<file path="config.mk">
export PLATFORM = sky130hd
export DESIGN_NAME = alu_issue_stage
export DESIGN_NICKNAME = d
export VERILOG_FILES = /design/src/rtl/alu_issue_stage.sv
export SDC_FILE = /design/constraint.sdc
export NUM_CORES = 1
export LEC_CHECK = 0
export CAP_MARGIN = 20
export CORE_MARGIN = 8
export CORE_UTILIZATION = 33
export DETAILED_ROUTE_END_ITERATION = 16
export SLEW_MARGIN = 20
export SYNTH_ARGS = -nofsm -noshare
export SYNTH_HDL_FRONTEND = slang
export SYNTH_SLANG_ARGS = --single-unit
export TNS_END_PERCENT = 5
</file>
<file path="constraint.sdc">
create_clock -name clk -period 6.2 [get_ports clk]
set_input_delay 1.24 -clock clk [delete_from_list [all_inputs] [get_ports clk]]
set_output_delay 1.24 -clock clk [all_outputs]
set_load 0.05 [all_outputs]
</file>
<file path="src/rtl/alu_issue_stage.sv">
// alu_issue_stage
//   Operand-issue stage feeding the ALU input registers. Captures decoded ops,
//   selects the immediate for operand B, applies writeback forwarding at capture
//   time and keeps held ops fresh against later writebacks. A two-entry skid
//   buffer (main + skid) gives 1 op/clk throughput with a registered in_ready.
//
// Ports
//   clk, rst_n        clock (rising edge), asynchronous active-low reset
//   flush             synchronous discard of held and incoming ops
//   in_valid/in_ready decode-side handshake (in_ready = !skid_valid)
//   in_opcode         ALU opcode, passed through
//   in_rs_a/in_rs_b   source register indices (0 is never forwarded)
//   in_data_a/b       register-file values
//   in_imm/in_use_imm immediate and B-select
//   in_rd             destination index, passed through
//   wb_valid/rd/data  writeback bus used for forwarding
//   out_valid/ready   ALU-side handshake
//   out_a/out_b       ALU operands
//   out_opcode/out_rd opcode and destination toward the ALU
module alu_issue_stage #(
  parameter int DATA_W = 32,
  parameter int REG_AW = 5,
  parameter int OPC_W  = 4
) (
  input  logic              clk,
  input  logic              rst_n,
  input  logic              flush,
  input  logic              in_valid,
  output logic              in_ready,
  input  logic [OPC_W-1:0]  in_opcode,
  input  logic [REG_AW-1:0] in_rs_a,
  input  logic [REG_AW-1:0] in_rs_b,
  input  logic [DATA_W-1:0] in_data_a,
  input  logic [DATA_W-1:0] in_data_b,
  input  logic [DATA_W-1:0] in_imm,
  input  logic              in_use_imm,
  input  logic [REG_AW-1:0] in_rd,
  input  logic              wb_valid,
  input  logic [REG_AW-1:0] wb_rd,
  input  logic [DATA_W-1:0] wb_data,
  output logic              out_valid,
  input  logic              out_ready,
  output logic [DATA_W-1:0] out_a,
  output logic [DATA_W-1:0] out_b,
  output logic [OPC_W-1:0]  out_opcode,
  output logic [REG_AW-1:0] out_rd
);

  typedef struct packed {
    logic [DATA_W-1:0] a;
    logic [DATA_W-1:0] b;
    logic [OPC_W-1:0]  opc;
    logic [REG_AW-1:0] rd;
    logic [REG_AW-1:0] rs_a;
    logic [REG_AW-1:0] rs_b;
    logic              use_imm;
  } entry_t;

  entry_t r_main;
  entry_t r_skid;
  logic   r_main_valid;
  logic   r_skid_valid;

  entry_t w_cap;
  entry_t w_main_refr;
  entry_t w_skid_refr;
  logic   w_in_fire;
  logic   w_out_fire;

  function automatic logic wb_hit(input logic [REG_AW-1:0] rs,
                                  input logic              v,
                                  input logic [REG_AW-1:0] rd);
    return v && (rd != '0) && (rd == rs);
  endfunction

  // Held entries pick up any writeback to their sources so a stalled op never
  // presents a stale operand; B is exempt when it carries the immediate.
  function automatic entry_t refresh(input entry_t            e,
                                     input logic              v,
                                     input logic [REG_AW-1:0] rd,
                                     input logic [DATA_W-1:0] d);
    entry_t r;
    r = e;
    if (wb_hit(e.rs_a, v, rd)) r.a = d;
    if (!e.use_imm && wb_hit(e.rs_b, v, rd)) r.b = d;
    return r;
  endfunction

  assign in_ready   = ~r_skid_valid;
  assign w_in_fire  = in_valid & ~r_skid_valid;
  assign w_out_fire = r_main_valid & out_ready;

  always_comb begin
    w_cap         = '0;
    w_cap.opc     = in_opcode;
    w_cap.rd      = in_rd;
    w_cap.rs_a    = in_rs_a;
    w_cap.rs_b    = in_rs_b;
    w_cap.use_imm = in_use_imm;
    w_cap.a       = wb_hit(in_rs_a, wb_valid, wb_rd) ? wb_data : in_data_a;
    if (in_use_imm)
      w_cap.b = in_imm;
    else
      w_cap.b = wb_hit(in_rs_b, wb_valid, wb_rd) ? wb_data : in_data_b;
    w_main_refr = refresh(r_main, wb_valid, wb_rd, wb_data);
    w_skid_refr = refresh(r_skid, wb_valid, wb_rd, wb_data);
  end

  always_ff @(posedge clk or negedge rst_n) begin
    if (!rst_n) begin
      r_main_valid <= 1'b0;
      r_skid_valid <= 1'b0;
      r_main       <= '0;
      r_skid       <= '0;
    end else if (flush) begin
      r_main_valid <= 1'b0;
      r_skid_valid <= 1'b0;
    end else begin
      // Main slot: refill when empty or leaving, oldest source first.
      if (!r_main_valid || w_out_fire) begin
        if (r_skid_valid) begin
          r_main       <= w_skid_refr;
          r_main_valid <= 1'b1;
        end else if (w_in_fire) begin
          r_main       <= w_cap;
          r_main_valid <= 1'b1;
        end else begin
          r_main_valid <= 1'b0;
        end
      end else begin
        r_main <= w_main_refr;
      end
      // Skid slot: only filled when main is held; in_ready is low while it is full.
      if (r_skid_valid) begin
        if (w_out_fire)
          r_skid_valid <= 1'b0;
        else
          r_skid <= w_skid_refr;
      end else if (w_in_fire && r_main_valid && !w_out_fire) begin
        r_skid       <= w_cap;
        r_skid_valid <= 1'b1;
      end
    end
  end

  assign out_valid  = r_main_valid;
  assign out_a      = r_main.a;
  assign out_b      = r_main.b;
  assign out_opcode = r_main.opc;
  assign out_rd     = r_main.rd;

endmodule

</file>
# Yosys cells after proc, flatten, opt, wreduce, memory -nomap -nowiden
# Index checks and enable logic that the tools add are counted.
[totals] register_bits=170 word_cells=76
[classes] eq_ne=8 n_mux=21 bitwise_logic=4 reduce_logical=27
[op_table] op="2-to-1 mux 84 bit" count=6
[op_table] op="2-to-1 mux 32 bit" count=7
[op_table] op="== test 5 bit" count=6
[op_table] op="AND reduction 3 bit" count=5
[op_table] op="logical AND 1 bit" count=11
[op_table] op="nonzero test 2 bit" count=5
[op_table] op="2-to-1 mux 1 bit" count=8
[op_table] op="nonzero test 5 bit" count=1
[op_table] op="zero test 1 bit" count=4
[op_table] op="inequality test 3 bit, second input constant" count=1
[op_table] op="bitwise AND 1 bit" count=2
[op_table] op="inequality test 2 bit, second input constant" count=1
[op_table] op="NOT 1 bit" count=2
[op_table] op="logical OR 1 bit" count=1

# Depth between registers and ports, before layout
[depth] depth_word=8 ltp_mapped=10 depth_no_buf=6

# Worst setup path before layout
# Ideal clock, no wire load.
[synth_path] path_type="input port to flip-flop" start="in wb_rd[4]" end="reg r_main (netlist bit out_b[11])" setup_ps=120 arrival_time_ps=3152 t_required_ps=6080 setup_slack_ps=2928 path_stages=9 path_buffers=3 cell_sequence="buf_4 > or4_4 > o21ai_2 > nor4_1 > o21a_1 > buf_4 > buf_1 > mux2i_1 > a31o_2"
[synth_between] elab_chain_cells=8
[synth_rtl] element="from (decl)" line="39" text="input logic [REG_AW-1:0] wb_rd,"
[synth_rtl] element="nonzero test 5 bit" line="73" text="return v && (rd != '0) && (rd == rs);"
[synth_rtl] element="logical AND 1 bit (2 in a row)" line="73"
[synth_rtl] element="2-to-1 mux 32 bit" line="104" text="w_cap.b = wb_hit(in_rs_b, wb_valid, wb_rd) ? wb_data : in_data_b;"
[synth_rtl] element="2-to-1 mux 32 bit" line="101" text="if (in_use_imm)"
[synth_rtl] element="2-to-1 mux 84 bit" line="124" text="end else if (w_in_fire) begin"
[synth_rtl] element="2-to-1 mux 84 bit" line="121" text="if (r_skid_valid) begin"
[synth_rtl] element="2-to-1 mux 84 bit" line="120" text="if (!r_main_valid || w_out_fire) begin"
[synth_rtl] element="to (signal assigned)" line="122" text="r_main <= w_skid_refr;"
[synth_rtl] element="to (signal assigned)" line="125" text="r_main <= w_cap;"
[synth_rtl] element="to (signal assigned)" line="131" text="r_main <= w_main_refr;"
[synth_rtl] element="to (decl)" line="59" text="entry_t r_main;"
# Parallel ways exist; a longest one is shown, timed or not. The select of a mux whose other input is x is not followed.
# A chain may end at the register's enable or synchronous reset.

# Worst setup path after layout
[layout_path] start="in out_ready" end="reg r_main (netlist bit out_b[26])"
[layout_between] elab_chain_cells=4
[layout_rtl] element="from (decl)" line="42" text="input logic out_ready,"
[layout_rtl] element="bitwise AND 1 bit (*)" line="91" text="assign w_out_fire = r_main_valid & out_ready;"
[layout_rtl] element="logical OR 1 bit (*)" line="120"
[layout_rtl] element="inequality test 3 bit (no line) or nonzero test 2 bit (tied branches)"
[layout_rtl] element="AND reduction 3 bit (no line)"
# Mark *: on every way between the ends. The rest lies on a longest branch, timed or not.

==> impl_metrics.json <==
{
  "startpoint": "out_ready",
  "root_buffer": "clkbuf_16",
  "synth_cell_types": 37,
  "h-tree-depth": 4,
  "setup_violations": 0,
  "final_common_cell": "clkdlybuf4s50_1",
  "coreArea_um2": 29500,
  "fin_crit_sh_pct": 68.0,
  "crit_type": "primary input to flop",
  "utilization_pct": 42.8,
  "vias": 7921,
  "hold_buffers": 0,
  "grt_use_total_pct": 17.9,
  "via_per_inst": 5.29,
  "grt-ovfl-total": 0,
  "clockBufferDepth": 2,
  "cts_setup_buffers": 0,
  "cap_violations": 0,
  "grt_setup_unrepaired": "no",
  "cts_sinks": 170,
  "p_total_mw": 4.27,
  "final_cell_mix": "clkdlybuf4s50_1, dfrtp_1, nand2_1",
  "wire_per_inst_um": 21.4,
  "synth_ff_type": "dfrtp_1",
  "fillCellCount": 2860,
  "syn_inst": 983,
  "rr_startpoint": "out_valid$_DFFE_PN0P_",
  "post_cts_resized": 0,
  "gp_congestion": 0.825,
  "min-delay-start": "out_opcode[0]$_DFFE_PN0P_",
  "fin_crit_ns": 4.21,
  "hold_class": "flop to flop",
  "yosysSeqAreaShare_pct": 43.2,
  "hold_violations": 0,
  "cts_tree": "yes",
  "port_buffers": 233,
  "drt_iter0_markers": 598,
  "syn_nets": 1142,
  "diodes": 0,
  "synth-edff-count": 0,
  "row_count": 63,
  "initial_core_util_pct": 33.4,
  "clk_pin_slew_ns": 0.07,
  "report.final.slew_viol_count": 0,
  "arrival_ns": 4.52,
  "worstSetupStartpointType": "primary input",
  "area_growth_syn_to_layout_pct": 28.2,
  "p_leak_nw": 4.96,
  "die_w_um": 189,
  "fmax_mhz": 237,
  "slew_headroom_pct": 26.4,
  "cts_buffers": 17,
  "met3_usage_pct": 4.75,
  "met2_usage_pct": 28.7,
  "design.die.area_um2": 35600,
  "required_ns": 6.51,
  "grt_pass1_vias": 8399,
  "met1_usage_pct": 23.5,
  "end_kind": "flop",
  "synthArstFlopShare_pct": 100,
  "place_area_um2": 12000,
  "tightestPinTransition_ns": 1.10,
  "fin_hold_ws_ns": 0.488,
  "firstDrtPassIters": 7,
  "io_pins": 234,
  "dp_hpwl_um": 22000,
  "ys_seq_elements": 170,
  "grt_pass1_wl_um": 50600,
  "die_h_um": 189,
  "detail-route-antenna-nets": 0,
  "fin_nets": 1254,
  "post-route-cell-area_um2": 12600,
  "drive_gt1_share_pct": 15.5,
  "power_density_nw_per_um2": 338,
  "ys_warn_count": 0,
  "worst-path-max-fanout": 64,
  "syn_area_um2": 9850,
  "clk-insertion-delay-late_ns": 0.43,
  "route.detailed.drc": 0,
  "antenna_found_initial": 4,
  "ir_drop_mv": 0.154,
  "syn_area_per_cell_um2": 10.0,
  "grt-busiest-layer": "met2",
  "fin_skew_ns": 0.0120,
  "routed_wl_um": 32100,
  "grt_max_degree": 82,
  "outcome": "finished, final reports clean",
  "tns_ns": 0
}
[area by class of cell]
| cell class | instances | area [um2] | area share [%] |
|---|---|---|---|
| Clock buffer | 19 | 443 | 3.51 |
| Clock inverter | 12 | 163 | 1.29 |
| Inverter | 65 | 244 | 1.93 |
| Multi-Input combinational cell | 592 | 4530 | 35.9 |
| Sequential cell | 170 | 4250 | 33.7 |
| Tap cell | 390 | 488 | 3.86 |
| Timing Repair Buffer | 249 | 2510 | 19.8 |
[per-layer routing]
metal | share of wire (%) | vias to the layer above | routed length, um
met5 | 0.14 | - | 46
met4 | 1.6 | 8 | 507
met3 | 5.9 | 37 | 1900
met2 | 47 | 259 | 15200
met1 | 45 | 3908 | 14400
li1 | - | 3709 | -
[cells in the mapped netlist, drive strengths merged, types with 2 or more instances]
cell type,instances,area share [%]
nand2,86,3.3
inv,64,2.4
o21a,2,0.15
mux2,52,5.9
clkbuf,55,2.1
a222oi,32,3.3
xnor2,13,1.2
o21ai,21,1.1
o221ai,32,2.8
xor2,17,1.5
buf,101,7.4
a31oi,33,2.1
nor4,4,0.38
a31o,32,2.8
a211oi,65,6.5
nand3,5,0.25
a21oi,37,1.9
nor2,69,2.6
mux2i,83,8.4
dfrtp,170,43
or4,2,0.19
nor3,2,0.10
[critical path, cell delays in order]
cell and delay, ns:
clkdlybuf4s50_1 0.51, nand2b_2 0.72, a21oi_1 0.66, o21a_4 0.87, mux2i_1 0.21, a31o_2 0.26
[state kept, by name, indices dropped and copies added (netlist names)]
signal / count
r_skid: 84
out_a: 32
out_b: 32
r_main: 11
out_rd: 5
out_opcode: 4
out_valid: 1
r_skid_valid: 1
[worst paths after layout]
kind                                             end  slack [ns]  cells past startpoint
min in group asynchronous     r_skid[83]$_DFFE_PN0P_        0.84                      1
setup / recovery               out_b[26]$_DFFE_PN0P_        1.99                      6
setup reg to reg               out_b[26]$_DFFE_PN0P_        2.97                      5
hold reg to reg            out_opcode[0]$_DFFE_PN0P_        0.49                      2
hold / removal             out_opcode[0]$_DFFE_PN0P_        0.49                      2
max in group asynchronous     r_skid[67]$_DFFE_PN0P_        3.96                      2
[stage by stage]
step	cells	setup WS, ns
after floorplan	983	2.93
after global placement	1464	1.55
after detailed placement	1465	1.53
after CTS	1496	1.98
after global routing	1497	1.81
final	1497	1.99
[where the power goes]
group / internal [mW] / switching (mW) / total, mW
sequential: 1.41 / 0.177 / 1.59
combinational: 0.623 / 0.919 / 1.54
clock: 0.650 / 0.489 / 1.14
[logic make-up (layout without fill, tap and decap cells)]
group           after synthesis  in the layout  synth area share [%]
mux                         135            135                  14.4
flops                       170            170                  43.2
compound gates              255            255                  20.7
buf+inv                     221            345                  12.0
simple gates                172            172                  7.09
xor+xnor                     30             30                  2.67
(Power assumes the default switching activity.)
